<file path="src/rtl/prog_loader_if.sv">
// Valid/ready word stream feeding the program loader.
// The host drives words through the master modport; the loader consumes them through the slave modport.
`timescale 1ns/1ps
interface prog_loader_if #(
   parameter int DATA_W = 32
) ();
   logic              s_valid;
   logic              s_ready;
   logic [DATA_W-1:0] s_data;

   modport master (output s_valid, output s_data, input s_ready);
   modport slave  (input s_valid, input s_data, output s_ready);
endinterface

</file>
<file path="src/rtl/prog_loader.sv">
// Boot loader: parses header/payload words and writes them into imem or dmem, holding the core until an end marker.
// Optional macro LOADER_CHECKSUM_EN adds a per-segment XOR checksum word and the CHECK state.
`timescale 1ns/1ps
module prog_loader #(
   parameter int DATA_W = 32,
   parameter int ADDR_W = 7,
   parameter int LEN_W  = 16
) (
   input  logic              clk,
   input  logic              rst_n,
   input  logic              start,
   prog_loader_if.slave      s,
   output logic [DATA_W-1:0] instruction,
   output logic [ADDR_W-1:0] instructionAddress,
   output logic              writeEnable,
   output logic [DATA_W-1:0] data,
   output logic [ADDR_W-1:0] dataAddress,
   output logic              dataWriteEnable,
   output logic              cpu_hold,
   output logic              done,
   output logic              error,
   output logic [ADDR_W:0]   word_count
);
   localparam int SUM_W = ADDR_W + LEN_W + 1;
   localparam logic [SUM_W-1:0]  LIMIT      = SUM_W'(1) << ADDR_W;
   // Bits that belong to a defined header field; everything else is reserved.
   localparam logic [DATA_W-1:0] FIELD_MASK = (DATA_W'(1) << (DATA_W - 1))
                                            | ((DATA_W'(1) << (LEN_W + ADDR_W)) - DATA_W'(1));

`ifdef LOADER_CHECKSUM_EN
   typedef enum logic [2:0] {ST_IDLE, ST_HEADER, ST_LOAD, ST_CHECK, ST_DONE, ST_FAIL} state_t;
   logic [DATA_W-1:0] xor_reg;
`else
   typedef enum logic [2:0] {ST_IDLE, ST_HEADER, ST_LOAD, ST_DONE, ST_FAIL} state_t;
`endif

   state_t            state_reg;
   logic              ready_reg;
   logic              target_reg;
   logic [ADDR_W-1:0] addr_reg;
   logic [LEN_W-1:0]  remaining_reg;

   logic              accept;
   logic              hdr_target;
   logic [ADDR_W-1:0] hdr_base;
   logic [LEN_W-1:0]  hdr_len;
   logic [SUM_W-1:0]  hdr_end;
   logic              hdr_rsv;
   logic              hdr_ovf;

   assign s.s_ready  = ready_reg;
   assign accept     = s.s_valid & ready_reg;
   assign hdr_target = s.s_data[DATA_W-1];
   assign hdr_base   = s.s_data[LEN_W +: ADDR_W];
   assign hdr_len    = s.s_data[LEN_W-1:0];
   assign hdr_rsv    = |(s.s_data & ~FIELD_MASK);
   // Wide enough that base+N can never wrap before the compare.
   assign hdr_end    = SUM_W'(hdr_base) + SUM_W'(hdr_len);
   assign hdr_ovf    = hdr_end > LIMIT;

   always_ff @(posedge clk or negedge rst_n) begin
      if (!rst_n) begin
         state_reg          <= ST_IDLE;
         ready_reg          <= 1'b0;
         target_reg         <= 1'b0;
         addr_reg           <= '0;
         remaining_reg      <= '0;
         instruction        <= '0;
         instructionAddress <= '0;
         writeEnable        <= 1'b0;
         data               <= '0;
         dataAddress        <= '0;
         dataWriteEnable    <= 1'b0;
         cpu_hold           <= 1'b1;
         done               <= 1'b0;
         error              <= 1'b0;
         word_count         <= '0;
`ifdef LOADER_CHECKSUM_EN
         xor_reg            <= '0;
`endif
      end else begin
         writeEnable     <= 1'b0;
         dataWriteEnable <= 1'b0;
         case (state_reg)
            ST_IDLE, ST_DONE, ST_FAIL: begin
               if (start) begin
                  state_reg  <= ST_HEADER;
                  ready_reg  <= 1'b1;
                  cpu_hold   <= 1'b1;
                  done       <= 1'b0;
                  error      <= 1'b0;
                  word_count <= '0;
               end
            end
            ST_HEADER: begin
               if (accept) begin
                  if (hdr_len == '0) begin
                     state_reg <= ST_DONE;
                     ready_reg <= 1'b0;
                     done      <= 1'b1;
                     cpu_hold  <= 1'b0;
                  end else if (hdr_ovf || hdr_rsv) begin
                     state_reg <= ST_FAIL;
                     ready_reg <= 1'b0;
                     error     <= 1'b1;
                  end else begin
                     state_reg     <= ST_LOAD;
                     target_reg    <= hdr_target;
                     addr_reg      <= hdr_base;
                     remaining_reg <= hdr_len;
`ifdef LOADER_CHECKSUM_EN
                     xor_reg       <= '0;
`endif
                  end
               end
            end
            ST_LOAD: begin
               if (accept) begin
                  if (target_reg) begin
                     data            <= s.s_data;
                     dataAddress     <= addr_reg;
                     dataWriteEnable <= 1'b1;
                  end else begin
                     instruction        <= s.s_data;
                     instructionAddress <= addr_reg;
                     writeEnable        <= 1'b1;
                  end
                  word_count    <= word_count + 1'b1;
                  addr_reg      <= addr_reg + 1'b1;
                  remaining_reg <= remaining_reg - 1'b1;
`ifdef LOADER_CHECKSUM_EN
                  xor_reg       <= xor_reg ^ s.s_data;
                  if (remaining_reg == LEN_W'(1)) state_reg <= ST_CHECK;
`else
                  if (remaining_reg == LEN_W'(1)) state_reg <= ST_HEADER;
`endif
               end
            end
`ifdef LOADER_CHECKSUM_EN
            ST_CHECK: begin
               if (accept) begin
                  if (s.s_data == xor_reg) begin
                     state_reg <= ST_HEADER;
                  end else begin
                     state_reg <= ST_FAIL;
                     ready_reg <= 1'b0;
                     error     <= 1'b1;
                  end
               end
            end
`endif
            default: begin
               state_reg <= ST_IDLE;
               ready_reg <= 1'b0;
            end
         endcase
      end
   end
endmodule

</file>
<file path="src/flat_wrapper.sv">
// flat-port wrapper written by rule: the top's interface ports become plain ports
module prog_loader_flat 
#(
   parameter int DATA_W = 32,
   parameter int ADDR_W = 7,
   parameter int LEN_W  = 16
)
  (clk, rst_n, start, instruction, instructionAddress, writeEnable, data, dataAddress, dataWriteEnable, cpu_hold, done, error, word_count, s_s_valid, s_s_data, s_s_ready);
  prog_loader_if #(.DATA_W(DATA_W)) s_i ();
  input  logic clk;
  input  logic rst_n;
  input  logic start;
  output logic [DATA_W-1:0] instruction;
  output logic [ADDR_W-1:0] instructionAddress;
  output logic writeEnable;
  output logic [DATA_W-1:0] data;
  output logic [ADDR_W-1:0] dataAddress;
  output logic dataWriteEnable;
  output logic cpu_hold;
  output logic done;
  output logic error;
  output logic [ADDR_W:0] word_count;
  input wire logic [$bits(s_i.s_valid)-1:0] s_s_valid;
  input wire logic [$bits(s_i.s_data)-1:0] s_s_data;
  output wire logic [$bits(s_i.s_ready)-1:0] s_s_ready;
  assign s_i.s_valid = s_s_valid;
  assign s_i.s_data = s_s_data;
  assign s_s_ready = s_i.s_ready;
  prog_loader #(.DATA_W(DATA_W), .ADDR_W(ADDR_W), .LEN_W(LEN_W)) u_core (.clk(clk), .rst_n(rst_n), .start(start), .s(s_i), .instruction(instruction), .instructionAddress(instructionAddress), .writeEnable(writeEnable), .data(data), .dataAddress(dataAddress), .dataWriteEnable(dataWriteEnable), .cpu_hold(cpu_hold), .done(done), .error(error), .word_count(word_count));
endmodule
</file>
<file path="config.mk">
export PLATFORM = sky130hd
export DESIGN_NAME = prog_loader_flat
export DESIGN_NICKNAME = d
export VERILOG_FILES = /design/src/rtl/prog_loader_if.sv /design/src/rtl/prog_loader.sv /design/src/flat_wrapper.sv
export SDC_FILE = /design/constraint.sdc
export NUM_CORES = 1
export LEC_CHECK = 0
export CAP_MARGIN = 10
export CELL_PAD_IN_SITES_DETAIL_PLACEMENT = 1
export CELL_PAD_IN_SITES_GLOBAL_PLACEMENT = 2
export CORE_MARGIN = 4
export CORE_UTILIZATION = 33
export DETAILED_ROUTE_END_ITERATION = 8
export PLACE_DENSITY = 0.89
export SLEW_MARGIN = 20
export SYNTH_ARGS = -nofsm -noshare
export SYNTH_HDL_FRONTEND = slang
export SYNTH_SLANG_ARGS = --single-unit
</file>
<file path="constraint.sdc">
create_clock -name clk -period 3.4 [get_ports clk]
set_input_delay 0.34 -clock clk [delete_from_list [all_inputs] [get_ports clk]]
set_output_delay 0.34 -clock clk [all_outputs]
set_load 0.03 [all_outputs]
</file>
==> flow_metrics.tcl <==
set metrics [dict create \
    outcome "finished, final reports clean" \
    grt_pass1_wl_mm 29.72 \
    drt_pass1_iterations 4 \
    die_h_um 139.6 \
    grtUsageTotal 0.1927 \
    reg2reg_slack_ns 0.67 \
    seq_area_frac_synth 0.5215 \
    rr_worst_depth 9 \
    row_count 47 \
    grt_max_degree 73 \
    grt_overflow_total 0 \
    tns_ns 0 \
    avgSynthCellArea_um2 11.45 \
    relSlewSlack 0.5590 \
    dr.first_iter.drc_count 210 \
    finalClockSkew_ns 0.01189 \
    gp_congestion 0.8653 \
    synth_top_area_frac 0.5169 \
    insertion_delay_ns 0.42 \
    grt_pass1_vias 5353 \
    yosys.area.top_type "dfrtp_1" \
    critPathMaxStageDelay_ns 0.50 \
    syn_to_final_growth_pct 44.68 \
    clk_pin_slew_worst_paths_ns 0.05 \
    crit_buf_inv 1 \
    cpMaxStageDelayCell "or4b_4" \
    hold_path_end "u_core.cpu_hold" \
    tritoncts.num_buffers 17 \
    synth_most_common_cell "dfrtp_1" \
    synthTopCellsByArea "dfrtp_1, mux2_2, o21ai_0" \
    min_path_cells 2 \
    irDropWorstVdd_uv 309.9 \
    synth-edff-count 0 \
    startpoint_type "input port" \
    hp-start "u_core.cpu_hold" \
    finalWirelength_mm 18.25 \
    netlist_instances 499 \
    worstPathRequired_ns 3.74 \
    r2r-end "u_core.remaining_reg[14]" \
    vias_per_cell 5.254 \
    endpoint_kind "flip-flop" \
    cts_setup_buffers 0 \
    yosys_warnings 0 \
    start_util 0.3409 \
    vias 4818 \
    synth-xor-area-share 0.01533 \
    power_density_nw_per_um2 465.2 \
    crit_type "input port to flip-flop" \
    clock_sinks 119 \
    synthAdderAreaFrac 0.02760 \
    tightest_slew_ns 0.6615 \
    postRouteAntennaNets 0 \
    path_cells "clkdlybuf4s50_1, ha_1, fa_1, a211oi_2, nor2_1, a21o_1, a31oi_1, or2_1, or4b_4, or4_1, nand3_1" \
    ios 128 \
    layout-drive-gt1-share 0.2783 \
    nets 735 \
    coreArea_um2 16760 \
    wire_per_inst_um 19.90 \
    route.detailed.drc 0 \
    ys_ff_latch 119 \
    dp_cells 887 \
    min_path_type "flip-flop to flip-flop" \
    antenna_cells 0 \
    ys_async_sr_fraction 1.000 \
    grt_setup_unrepaired "false" \
    antenna_found_initial 0 \
    yosysUniqueCellTypes 59 \
    fill_cells 1798 \
    stdcell_count 917 \
    post-route-period-util 0.9697 \
    htreeDepth 4 \
    max_freq_mhz 303.3 \
    synth_mux_area_frac 0.1592 \
    final_max_slew_viol_count 0 \
    synth_compound_gate_area_share 0.1108 \
    fp.dieW_um 139.6 \
    portBuffers 127 \
    synth_common_cells "dfrtp_1, mux2_2, nor2_1, o21ai_0, nand2_1" \
    clock_path_buffers 2 \
    finalSetupViolCount 0 \
    cts_tree "yes" \
    synth-simple-area-share 0.1426 \
    startpoint "s_s_data[0]" \
    hpwl_mm 13.71 \
    synthesis.area_um2 5713 \
    max-cap-violations 0 \
    synth_top_family_by_area "multiplexers" \
    crit_family "simple AND/OR/NAND/NOR gates" \
    cp.arrival_ns 3.64 \
    timing.final.crit_period_ns 3.297 \
    path_max_fanout 4 \
    p_leak_nw 3.790 \
    synthFlopType "dfrtp_1" \
    root_buffer "clkbuf_16" \
    reg2reg_from "u_core.state_reg[1]" \
    syn-num-nets 547 \
    die-area_um2 19480 \
    hold_viol 0 \
]
==> layout by cell type, fill, tap and decap left out, drive strengths merged, types with 5 or more instances in the layout <==
master         count
clkbuf            21
o21ai             32
inv               10
or3                5
or4                8
xor2               7
buf               63
a31oi              5
mux2              79
o221a              8
nand4              5
and3               5
nor4               7
dfrtp            118
nand2             29
clkdlybuf4s50    126
nand3             27
nor3              14
a21oi             11
ha                11
nor2              32
a211oi             5
==> worst min-delay path: stages, from the launching register on <==
cell,delay (ns)
dfstp_2,0.37
nand2_1,0.05
nand2_1,0.05
==> where the power goes <==
group / total (mW) / switching (mW) / leakage (nW) / internal (mW)
clock network: 1.80 / 0.621 / 0.281 / 1.18
logic: 0.554 / 0.321 / 1.87 / 0.233
registers: 1.49 / 0.0399 / 1.64 / 1.45
==> worst max path at each step <==
| stage | endpoint | slack [ns] | depth (start not counted) |
|---|---|---|---|
| finish | u_core.addr_reg[0] | 0.10 | 11 |
| global route | u_core.addr_reg[0] | 0.01 | 11 |
| CTS | u_core.addr_reg[0] | 0.04 | 10 |
| detailed placement | u_core.remaining_reg[3] | -0.43 | 12 |
| global placement | u_core.remaining_reg[3] | -0.37 | 12 |
| floorplan | u_core.remaining_reg[3] | 0.28 | 11 |
==> routing by layer <==
metal  global-route usage  up-vias  share of wire
li1                     -     2222              -
met1               0.2298     2457           0.41
met2               0.3369      115           0.52
met3              0.05146       24          0.051
met4              0.06629        0          0.022
met5                    0        -              0
==> layout make-up <==
cell class | instances | area, um^2 | area share
flip-flops and latches | 119 | 2979 | 0.3604
clock inverters | 8 | 123.9 | 0.01499
well taps | 220 | 275.3 | 0.03330
clock buffers | 21 | 460.4 | 0.05571
inverters | 9 | 33.78 | 0.004087
repair buffers | 190 | 1757 | 0.2125
multi-input cells | 350 | 2636 | 0.3190
==> cell families (layout without fill, tap and decap cells) <==
family | after synthesis | count (layout)
multiplexers | 81 | 81
AO/OA/AOI/OAI | 92 | 92
flip-flops | 119 | 119
AND/OR/NAND/NOR | 155 | 155
buffers and inverters | 30 | 228
adder cells (fa/ha/maj) | 12 | 12
XOR/XNOR | 10 | 10
==> per-stage QoR <==
step / power [mW] / setup WS [ns] / cell area [um^2] / hold WS, ns / utilization
after floorplan: 1.775 / 0.2757 / 5713 / 0.04441 / -
after global placement: 2.034 / -0.3689 / 7647 / 0.4033 / 0.4563
after detailed placement: 2.059 / -0.4292 / 7647 / 0.4040 / 0.4563
after CTS: 3.889 / 0.03550 / 8247 / 0.4725 / 0.4920
after global routing: 4.027 / 0.01281 / 8265 / 0.5087 / 0.4932
final: 3.845 / 0.1031 / 8265 / 0.4676 / 0.4932
==> repair_timing <==
item / 4_1_cts / 5_1_grt
hold buffers: 1 / 0
hold endpoints to repair: 46 / 0
pin swaps: 0 / 1
resized for setup: 1 / 5
setup endpoints to repair: 2 / 20
No activity file was read; power rests on OpenSTA's default activity.
